===== config.mk =====
export PLATFORM = sky130hd
export DESIGN_NAME = store_sequencer
export DESIGN_NICKNAME = d
export VERILOG_FILES = /design/src/rtl/store_pkg.sv /design/src/rtl/store_agu.sv /design/src/rtl/store_sequencer.sv
export SDC_FILE = /design/constraint.sdc
export NUM_CORES = 1
export LEC_CHECK = 0
export BUFFER_PORTS_ARGS = -buffer_cell sky130_fd_sc_hd__buf_2
export CAP_MARGIN = 20
export CORE_UTILIZATION = 38
export CTS_CLUSTER_SIZE = 20
export DETAILED_ROUTE_END_ITERATION = 10
export PLACE_DENSITY = 0.69
export SLEW_MARGIN = 20
export SYNTH_ARGS = -nofsm -noshare
export SYNTH_HDL_FRONTEND = slang
export SYNTH_SLANG_ARGS = --single-unit
export TNS_END_PERCENT = 5

===== constraint.sdc =====
create_clock -name clk -period 5.32 [get_ports clk]
set_input_delay 0.266 -clock clk [delete_from_list [all_inputs] [get_ports clk]]
set_output_delay 0.266 -clock clk [all_outputs]
set_load 0.01 [all_outputs]

===== src/rtl/store_pkg.sv =====
// Shared definitions for the store sequencer: state encodings, error codes,
// store opcode and instruction field positions.
package store_pkg;

  typedef logic [2:0] state_t;

  localparam state_t ST_IDLE   = 3'd0;
  localparam state_t ST_DECODE = 3'd1;
  localparam state_t ST_READ   = 3'd2;
  localparam state_t ST_MEM    = 3'd3;
  localparam state_t ST_DONE   = 3'd4;

  localparam logic [1:0] ERR_NONE    = 2'b00;
  localparam logic [1:0] ERR_OPCODE  = 2'b01;
  localparam logic [1:0] ERR_TIMEOUT = 2'b10;
  localparam logic [1:0] ERR_ALIGN   = 2'b11;

  localparam logic [3:0] STORE_OPCODE = 4'hA;

  localparam int INSTR_W  = 16;
  localparam int OP_MSB   = 15;
  localparam int OP_LSB   = 12;
  localparam int BASE_MSB = 11;
  localparam int BASE_LSB = 9;
  localparam int SRC_MSB  = 8;
  localparam int SRC_LSB  = 6;
  localparam int OFF_MSB  = 5;
  localparam int OFF_LSB  = 0;
  localparam int OFF_W    = OFF_MSB - OFF_LSB + 1;

endpackage


===== src/rtl/store_agu.sv =====
// Address generation for stores: sign-extends the 6-bit offset, adds it to the
// base register (silent wrap-around) and flags word misalignment when enabled.
module store_agu
  import store_pkg::*;
#(
  parameter int ADDR_W      = 32,
  parameter bit ALIGN_CHECK = 1'b0
) (
  input  logic [ADDR_W-1:0] base,
  input  logic [OFF_W-1:0]  offset,
  output logic [ADDR_W-1:0] addr,
  output logic              misaligned
);

  logic [ADDR_W-1:0] offset_ext;

  assign offset_ext = {{(ADDR_W-OFF_W){offset[OFF_W-1]}}, offset};
  assign addr       = base + offset_ext;
  assign misaligned = ALIGN_CHECK && (addr[1:0] != 2'b00);

endmodule


===== src/rtl/store_sequencer.sv =====
// Multi-cycle store controller: IDLE -> DECODE -> READ -> MEM -> DONE.
// Define STORE_ALIGN_CHECK_EN to reject stores whose address is not word aligned.
module store_sequencer
  import store_pkg::*;
#(
  parameter int         DATA_W   = 32,
  parameter int         ADDR_W   = 32,
  parameter int         REG_AW   = 3,
  parameter int         TIMEOUT  = 15,
  parameter logic [3:0] STORE_OP = STORE_OPCODE
) (
  input  logic                clk,
  input  logic                reset,
  input  logic                instr_valid,
  output logic                instr_ready,
  input  logic [INSTR_W-1:0]  instruction,
  output logic [REG_AW-1:0]   rf_raddr1,
  output logic [REG_AW-1:0]   rf_raddr2,
  input  logic [DATA_W-1:0]   rf_rdata1,
  input  logic [DATA_W-1:0]   rf_rdata2,
  output logic [ADDR_W-1:0]   mem_addr,
  output logic [DATA_W-1:0]   mem_wdata,
  output logic                mem_we,
  input  logic                mem_ready,
  output logic                busy,
  output logic                done,
  output logic                err,
  output logic [1:0]          err_code
);

`ifdef STORE_ALIGN_CHECK_EN
  localparam bit ALIGN_CHECK = 1'b1;
`else
  localparam bit ALIGN_CHECK = 1'b0;
`endif

  localparam int             CNT_W    = $clog2(TIMEOUT + 1);
  localparam logic [CNT_W-1:0] TMO_LAST = CNT_W'(TIMEOUT);

  state_t             state;
  logic [INSTR_W-1:0] instr_q;
  logic [REG_AW-1:0]  raddr1_q;
  logic [REG_AW-1:0]  raddr2_q;
  logic [ADDR_W-1:0]  mem_addr_q;
  logic [DATA_W-1:0]  mem_wdata_q;
  logic               mem_we_q;
  logic [CNT_W-1:0]   tmo_cnt;
  logic [CNT_W-1:0]   tmo_next;
  logic               err_q;
  logic [1:0]         err_code_q;

  logic [ADDR_W-1:0]  agu_addr;
  logic               misaligned;
  logic               op_illegal;
  logic               decode_err;
  logic               align_err;
  logic [REG_AW-1:0]  base_field;
  logic [REG_AW-1:0]  src_field;

  store_agu #(
    .ADDR_W      (ADDR_W),
    .ALIGN_CHECK (ALIGN_CHECK)
  ) u_agu (
    .base       (rf_rdata1[ADDR_W-1:0]),
    .offset     (instr_q[OFF_MSB:OFF_LSB]),
    .addr       (agu_addr),
    .misaligned (misaligned)
  );

  assign base_field = instr_q[BASE_MSB:BASE_LSB];
  assign src_field  = instr_q[SRC_MSB:SRC_LSB];
  assign op_illegal = (instr_q[OP_MSB:OP_LSB] != STORE_OP);
  assign tmo_next   = tmo_cnt + CNT_W'(1);

  // Decode and alignment faults are reported in the cycle they are detected;
  // the timeout fault is detected on the MEM exit edge and so comes from err_q.
  assign decode_err = (state == ST_DECODE) && op_illegal;
  assign align_err  = (state == ST_READ) && misaligned;

  assign err      = err_q | decode_err | align_err;
  assign err_code = decode_err ? ERR_OPCODE :
                    align_err  ? ERR_ALIGN  : err_code_q;

  // Register addresses must be visible during DECODE so the file returns data in READ.
  assign rf_raddr1 = (state == ST_DECODE && !op_illegal) ? base_field : raddr1_q;
  assign rf_raddr2 = (state == ST_DECODE && !op_illegal) ? src_field  : raddr2_q;

  assign instr_ready = (state == ST_IDLE);
  assign busy        = (state != ST_IDLE);
  assign done        = (state == ST_DONE);
  assign mem_addr    = mem_addr_q;
  assign mem_wdata   = mem_wdata_q;
  assign mem_we      = mem_we_q;

  // NOTE: all state below uses non-blocking assignments so every register
  // samples pre-edge values; the async reset also drops mem_we without a clock.
  always_ff @(posedge clk or posedge reset) begin
    if (reset) begin
      state       <= ST_IDLE;
      instr_q     <= '0;
      raddr1_q    <= '0;
      raddr2_q    <= '0;
      mem_addr_q  <= '0;
      mem_wdata_q <= '0;
      mem_we_q    <= 1'b0;
      tmo_cnt     <= '0;
      err_q       <= 1'b0;
      err_code_q  <= ERR_NONE;
    end else begin
      err_q <= 1'b0;
      case (state)
        ST_IDLE: begin
          if (instr_valid) begin
            instr_q    <= instruction;
            err_code_q <= ERR_NONE;
            tmo_cnt    <= '0;
            state      <= ST_DECODE;
          end
        end

        ST_DECODE: begin
          if (op_illegal) begin
            err_code_q <= ERR_OPCODE;
            state      <= ST_IDLE;
          end else begin
            raddr1_q <= base_field;
            raddr2_q <= src_field;
            state    <= ST_READ;
          end
        end

        ST_READ: begin
          if (misaligned) begin
            err_code_q <= ERR_ALIGN;
            state      <= ST_IDLE;
          end else begin
            mem_addr_q  <= agu_addr;
            mem_wdata_q <= rf_rdata2;
            mem_we_q    <= 1'b1;
            tmo_cnt     <= '0;
            state       <= ST_MEM;
          end
        end

        ST_MEM: begin
          // An acknowledge on the final wait cycle still wins over the timeout.
          if (mem_ready) begin
            mem_we_q <= 1'b0;
            state    <= ST_DONE;
          end else if (tmo_next == TMO_LAST) begin
            tmo_cnt    <= tmo_next;
            mem_we_q   <= 1'b0;
            err_q      <= 1'b1;
            err_code_q <= ERR_TIMEOUT;
            state      <= ST_IDLE;
          end else begin
            tmo_cnt <= tmo_next;
          end
        end

        ST_DONE: begin
          state <= ST_IDLE;
        end

        default: begin
          state    <= ST_IDLE;
          mem_we_q <= 1'b0;
        end
      endcase
    end
  end

endmodule


==> metrics.md, run 1 <==
| Metric | Value |
|---|---|
| Core area | 13900 um2 |
| Crit-path max FO | 28 |
| Num CTS Buffers | 9 |
| Share of post-route cells with drive strength above 1 | 36.5% |
| M1 GR Usage | 22.9% |
| Commonest non-fill, non-tap cells in the layout | 160 x buf_2, 97 x dfrtp_1, 62 x nand2_1 |
| Gate Count Post-Synth | 521 |
| Vias in the first global route | 4354 |
| Die H | 121 um |
| Total gr overflow | 0 |
| Fillers | 1316 |
| Status | finished clean |
| RSZ-0062 raised after global routing | false |
| Final Critical Period | 3140 ps |
| Reg area | 2430 um2 |
| Met3 Usage GRT | 3.29% |
| Via/cell ratio | 5.18 |
| Resized Gates After CTS | 0 |
| Antenna viol nets, final | 0 |
| Commonest non-fill, non-tap cell in the layout | buf_2 |
| #FFs+latches synth | 97 |
| Clock sinks | 97 |
| Sequential share of the synthesized area | 45.0% |
| Multi-input gate area | 2810 um2 |
| Worst path cell trace | ha_1, a21oi_1, o21ai_0, a21o_2, a41o_4, a21o_2, a31oi_1, xor2_1, o21ai_0 |
| Slew Viols, Final | 0 |
| RR Endpoint | mem_addr[30] |
| Worst VDD drop | 0.251 mV |
| Part of the cycle the worst path needs | 59.0% |
| Clock slew at reported path FFs | 70 ps |
| Hold EP | mem_wdata[26] |
| Post-layout util | 47.7% |
| Pre-antenna DRT Iters | 6 |
| Boundary pin count | 161 |
| Total power | 4.11 mW |
| Mapped Area | 5400 um2 |
| Clock skew | 6.16 ps |
| Critical path arrival | 3320 ps |
| Max Root-Sink Buffers | 2 |
| Met2 usage | 29.4% |
| Std cell rows | 43 |
| Largest net degree at the start of global routing | 95 |
| Worst Tran Pin Value | 1020 ps |
| Tot GR Track Use | 18.1% |
| First-pass GRT wire length | 20800 um |
| Critical Path RT | 5500 ps |
| Fmax | 319 MHz |
| Post-detail-place hpwl | 9720 um |
| Root Buffer Master | clkbuf_16 |
| Die area | 14700 um2 |
| Critical Path Slowest Stage Cell | dfrtp_1 |
| CP peak stage delay | 1010 ps |
| Reg2reg start | instr_q[5] |
| Nets | 790 |
| DRC | 0 |
| Worst Setup Slack, final | 2180 ps |
| Die width | 121 um |
| Clock Latency Late Sink | 340 ps |
| Postcts setup bufs | 0 |
| Hold Violations, Final | 0 |
| Hold Buf Count CTS | 1 |
| GRT busiest layer | met2 |
| Power per cell area | 621 nW/um2 |
| Area grow syn2layout | 22.7% |
| 1st-iter DRT viols | 206 |
| Worst Hold Class | primary input to flip-flop |
| Worst setup EP type | flip-flop |
| Crit path launch type | flip-flop |
| YS warnings | 0 |
| GP Congestion | 0.827 |
| Synth Net Count | 639 |
| Starting Density | 38.9% |
| Register-to-register setup slack | 2180 ps |
| Synthesized area per cell | 10.4 um2 |
| HP Start | rf_rdata2[26] |
| Post-route setup TNS | 0 ps |
| Post-DR wirelength/cell | 15.0 um |
| CP Class | flip-flop to flip-flop |
| Port buffer count | 160 |
| EDFF count, synth | 0 |
| Max cap viols | 0 |
| Top_reg_cell synth | dfrtp_1 |
| Static Leak | 3.26 nW |
| Count of unique library cells instantiated by Yosys | 51 |
| Final setup fails | 0 |
| Clock tree from TritonCTS | yes |
| Post-Route WL | 12900 um |
| H-tree levels | 3 |
| R2R depth | 9 |
| Initial antenna violation count | 0 |
| Via count | 4444 |
| Asr flop ratio synth | 100% |
| Hold depth | 2 |
| Slew HR | 32.2% |
| Post-place setup slack | 2170 ps |
[cell families after synthesis]
group,after synthesis,synth area share (%)
AO/OA/AOI/OAI,142,16.5
AND/OR/NAND/NOR,129,10.7
flip-flops,97,45.0
multiplexers,56,11.7
adder cells (fa/ha/maj),34,8.02
buffers and inverters,32,3.01
XOR/XNOR,31,5.03
[cell usage after synthesis (all sizes together) (2+ instances only)]
cell | n | area share (%)
nand4 | 4 | 0.58
nor2b | 2 | 0.23
o21a | 2 | 0.28
mux2 | 56 | 12
buf | 11 | 1.5
o21ai | 58 | 5.4
and4 | 2 | 0.32
o211ai | 3 | 0.42
nand3 | 8 | 0.74
nand2b | 5 | 0.58
a31oi | 7 | 1.2
nor3 | 2 | 0.19
and2 | 3 | 0.35
o31ai | 2 | 0.28
inv | 10 | 0.70
o21bai | 4 | 0.56
nand2 | 63 | 4.4
nor4 | 2 | 0.23
xor2 | 14 | 2.3
clkbuf | 11 | 0.81
nor2 | 30 | 2.1
a221o | 2 | 0.37
and3 | 3 | 0.37
a21o | 21 | 3.0
a21oi | 34 | 3.2
xnor2 | 17 | 2.8
or3 | 2 | 0.23
a211oi | 2 | 0.28
ha | 33 | 7.7
dfrtp | 97 | 45
[power breakdown]
part / switching [mW] / internal, mW
Combinational: 1.19 / 0.987
Sequential: 0.209 / 1.08
Clock: 0.272 / 0.376
[registers in the layout (all words and copies together), names as in the netlist]
signal and cells:
raddr1_q 3, state 3, err_code_q 2, err_q 1, tmo_cnt 4, instr_q 16
mem_we 1, raddr2_q 3, mem_wdata 32, mem_addr 32
[stage by stage]
stage                     hold slack, ps  cell area, um2  std cells
final                                149            6620        858
after global routing                 138            6620        856
after CTS                            133            6620        856
after detailed placement             324            6310        840
after global placement               314            6310        840
after floorplan                      417            5400        521
[worst max-delay path by stage]
stage               startpoint             to  slack (ps)  depth (start not counted)
detailed placement  instr_q[5]   mem_addr[30]        2170                          9
global placement    instr_q[5]   mem_addr[30]        2310                          9
floorplan                reset  err_code_q[0]        2520                          1
CTS                 instr_q[5]   mem_addr[30]        2170                          9
finish              instr_q[5]   mem_addr[30]        2180                          9
global route        instr_q[5]   mem_addr[27]        1920                          8
[final cells by class]
class | instances | share of cell area (%)
Multi-Input combinational cell | 392 | 42.5
Sequential cell | 97 | 36.6
Timing Repair Buffer | 162 | 12.4
Clock buffer | 11 | 3.66
Tap cell | 180 | 3.40
Clock inverter | 4 | 0.774
Inverter | 10 | 0.604
Antenna cell | 2 | 0.0756
[layer usage]
metal	vias up	wire [um]	part of all wire [%]
met3	29	704	5.5
met4	0	394	3.1
met5	-	0	0
met2	137	6170	48
li1	2156	-	-
met1	2122	5600	43
[worst max-delay path: cells and delay by family, from the launching register on]
family | cells | cell delay, ps
flops | 1 | 1010
xor+xnor | 1 | 150
fa+ha+maj | 1 | 460
compound gates | 7 | 1330
Power figures use the tool's default switching activity.
==> inputs of run 2 (changes only) <==
--- a/config.mk
+++ b/config.mk
@@ -5,12 +5,13 @@
 export SDC_FILE = /design/constraint.sdc
 export NUM_CORES = 1
 export LEC_CHECK = 0
+export ABC_AREA = 1
 export BUFFER_PORTS_ARGS = -buffer_cell sky130_fd_sc_hd__buf_2
 export CAP_MARGIN = 20
 export CORE_UTILIZATION = 38
 export CTS_CLUSTER_SIZE = 20
 export DETAILED_ROUTE_END_ITERATION = 10
-export PLACE_DENSITY = 0.69
+export PLACE_DENSITY = 0.7
 export SLEW_MARGIN = 20
 export SYNTH_ARGS = -nofsm -noshare
 export SYNTH_HDL_FRONTEND = slang
==> constraint.sdc (replaced) <==
create_clock -name clk -period 2.8 [get_ports clk]
set_input_delay 0.14 -clock clk [delete_from_list [all_inputs] [get_ports clk]]
set_output_delay 0.14 -clock clk [all_outputs]
set_load 0.01 [all_outputs]
==> run 2 against run 1 <==
  * Area after synthesis increased by 15%
  * Register-to-register slack got worse by 1800 ps
  * Largest power group unchanged
  * Critical path type unchanged
  * Flip-flop and latch count is the same
  * Global-route usage increased by 2.3 points
  * Utilization increased by 1.7 points
==> metrics.md, run 2 <==
| Metric | Value |
|---|---|
| Via/cell ratio | 4.58 |
| Status | finished clean |
| Part of the power in combinational logic | 55.8% |
| Core area | 15900 um2 |
| Count of unique library cells instantiated by Yosys | 37 |
| Synth Net Count | 994 |
| RSZ-0062 raised after global routing | false |
| Part of the cycle the worst path needs | 87.1% |
| Crit-path max FO | 23 |
| HP Start | instruction[15] |
| GP Congestion | 0.885 |
| Clock tree from TritonCTS | yes |
| Nets | 1186 |
| Die H | 130 um |
| Largest net degree at the start of global routing | 64 |
| Clock slew at reported path FFs | 80 ps |
| DRC | 0 |
| Final Critical Period | 2440 ps |
| Synth area leader | dfrtp_1 |
| Post-route setup TNS | 0 ps |
| Critical Path RT | 3040 ps |
| Post-place setup slack | 399 ps |
| Pre-antenna DRT Iters | 4 |
| Final setup fails | 0 |
| Asr flop ratio synth | 100% |
| Commonest non-fill, non-tap cells in the layout | 380 x nand2_1, 160 x buf_2, 120 x inv_1 |
| Initial antenna violation count | 0 |
| H-tree levels | 3 |
| Reg2reg start | instr_q[5] |
| First-pass GRT wire length | 26500 um |
| Post-Route WL | 16700 um |
| Clock network power share | 15.3% |
| Starting Density | 39.0% |
| Top cells by area, synth | dfrtp_1 39%, nand2_1 23%, inv_1 7.3%, ha_1 6.7%, nand3_1 4.2% |
| Antenna viol nets, final | 0 |
| Internal power | 4.61 mW |
| Power per cell area | 1090 nW/um2 |
| 1st-iter DRT viols | 292 |
| YS warnings | 0 |
| Top_reg_cell synth | dfrtp_1 |
| Std cell rows | 46 |
| Mapped Area | 6190 um2 |
| Via count | 5900 |
| Port buffer count | 160 |
| Num CTS Buffers | 9 |
| Fmax | 410 MHz |
| Clock sinks | 97 |
| Diodes inserted | 0 |
| Slew Viols, Final | 0 |
| Synth top area share | 39.2% |
| Worst Setup Slack, final | 361 ps |
| Tot GR Track Use | 20.4% |
| Max Root-Sink Buffers | 2 |
| Sequential share of the synthesized area | 39.2% |
| Gate Count Post-Synth | 876 |
| Sequential Power Share | 28.9% |
| Postcts setup bufs | 0 |
| Register-to-register setup slack | 360 ps |
| Worst Hold Class | primary input to flip-flop |
| Slew HR | 44.3% |
| Commonest non-fill, non-tap cell in the layout | nand2_1 |
| Critical Path Start | instr_q[5] |
| Net Sw Frac | 45.9% |
| Post-DR wirelength/cell | 12.9 um |
| Synth cell count leaders | 380 x nand2_1, 121 x inv_1, 97 x dfrtp_1 |
| Hold Violations, Final | 0 |
| Synthesized area per cell | 7.07 um2 |
| Crit path launch type | flip-flop |
| Worst Tran Pin Value | 836 ps |
| Clock Latency Late Sink | 350 ps |
| EDFF count, synth | 0 |
| Worst setup EP type | flip-flop |
| Area grow syn2layout | 26.7% |
| Static Leak | 4.55 nW |
| Worst VDD drop | 0.625 mV |
| Share of post-route cells with drive strength above 1 | 21.4% |
| Root Buffer Master | clkbuf_16 |
| Switch Pwr | 3.91 mW |
| Boundary pin count | 161 |
| Vias in the first global route | 5382 |
| #FFs+latches synth | 97 |
| Die area | 16800 um2 |
| Clock skew | 8.59 ps |
| Die width | 130 um |
| Top-count cell post-synth | nand2_1 |
| Max cap viols | 0 |
| Total gr overflow | 0 |
| CP Class | flip-flop to flip-flop |
| Post-detail-place hpwl | 12300 um |
| Critical path arrival | 2680 ps |
-- run 2: changes by cell type in the layout (fill, tap and decap cells not counted), moves of 15 or more --
cell,delta
mux2_2,-48
o21ai_0,-43
nor2_1,+20
dlygate4sd3_1,+31
inv_1,+111
a21o_1,-15
nand2_1,+318
nand3_1,+44
-- run 2: repair_timing --
item	in CTS	in global routing
hold endpoints to repair	65	0
hold buffers	32	0
resized for setup	0	0
setup endpoints to repair	0	0
-- run 2: routing by layer --
layer | track usage (%) | routed length (um) | up-vias
met5 | 0 | 0 | -
met3 | 4.67 | 958 | 20
li1 | - | - | 3074
met2 | 34.0 | 7610 | 168
met4 | 4.31 | 240 | 0
met1 | 27.0 | 7840 | 2638
-- run 2: final cells by class --
class	count	area, um2
fillers	1593	8030
multi-input cells	637	3200
flip-flops and latches	97	2430
repair buffers	196	1160
inverters	127	479
well taps	216	270
clock buffers	9	225
clock inverters	7	83.8
-- run 2: logic make-up after synthesis --
family,share of synthesized area (%)
and+or+nand+nor,35.0
xor gates and xnor gates,2.40
buffers and inverters,9.13
adders and majority gates,6.99
muxes,2.91
AOI/OAI and AO/OA,4.36
DFF,39.2
-- run 2: power by group through the flow --
stage	combinational (mW)	clock (mW)	sequential [mW]
4_1_cts	4.77	1.35	2.45
2_1_floorplan	3.10	0	2.64
6_report	4.76	1.31	2.46
3_5_place_dp	4.72	0	2.46
3_3_place_gp	4.64	0	2.46
5_1_grt	5.40	1.39	2.54
-- run 2: worst max-delay path: stages, from the launching register on --
cell	delay, ps
dfrtp_1	880
buf_4	280
ha_1	290
a21oi_1	220
nor2_1	60
nor2_1	100
nand2_1	60
a21oi_1	180
nand3_1	100
nand3_1	90
nand2_1	60
-- run 2: metrics by stage --
step | util (%) | hold slack [ps] | cells | area (um2) | total power [mW]
6_report | 49.4 | 15.8 | 1289 | 7850 | 8.53
5_1_grt | 49.4 | 1.16 | 1289 | 7850 | 9.34
4_1_cts | 49.4 | 1.99 | 1289 | 7850 | 8.57
3_5_place_dp | 45.5 | 206 | 1241 | 7220 | 7.18
3_3_place_gp | 45.5 | 207 | 1241 | 7220 | 7.11
2_1_floorplan | - | 257 | 876 | 6190 | 5.73
-- run 2: worst paths after layout --
check                           endpoint  depth (start not counted)
max                         mem_addr[29]                         10
min                          instr_q[15]                          2
max reg2reg                 mem_addr[29]                         10
min reg2reg                 mem_wdata[7]                          2
max in group asynchronous     instr_q[5]                          4
min in group asynchronous  mem_wdata[16]                          3
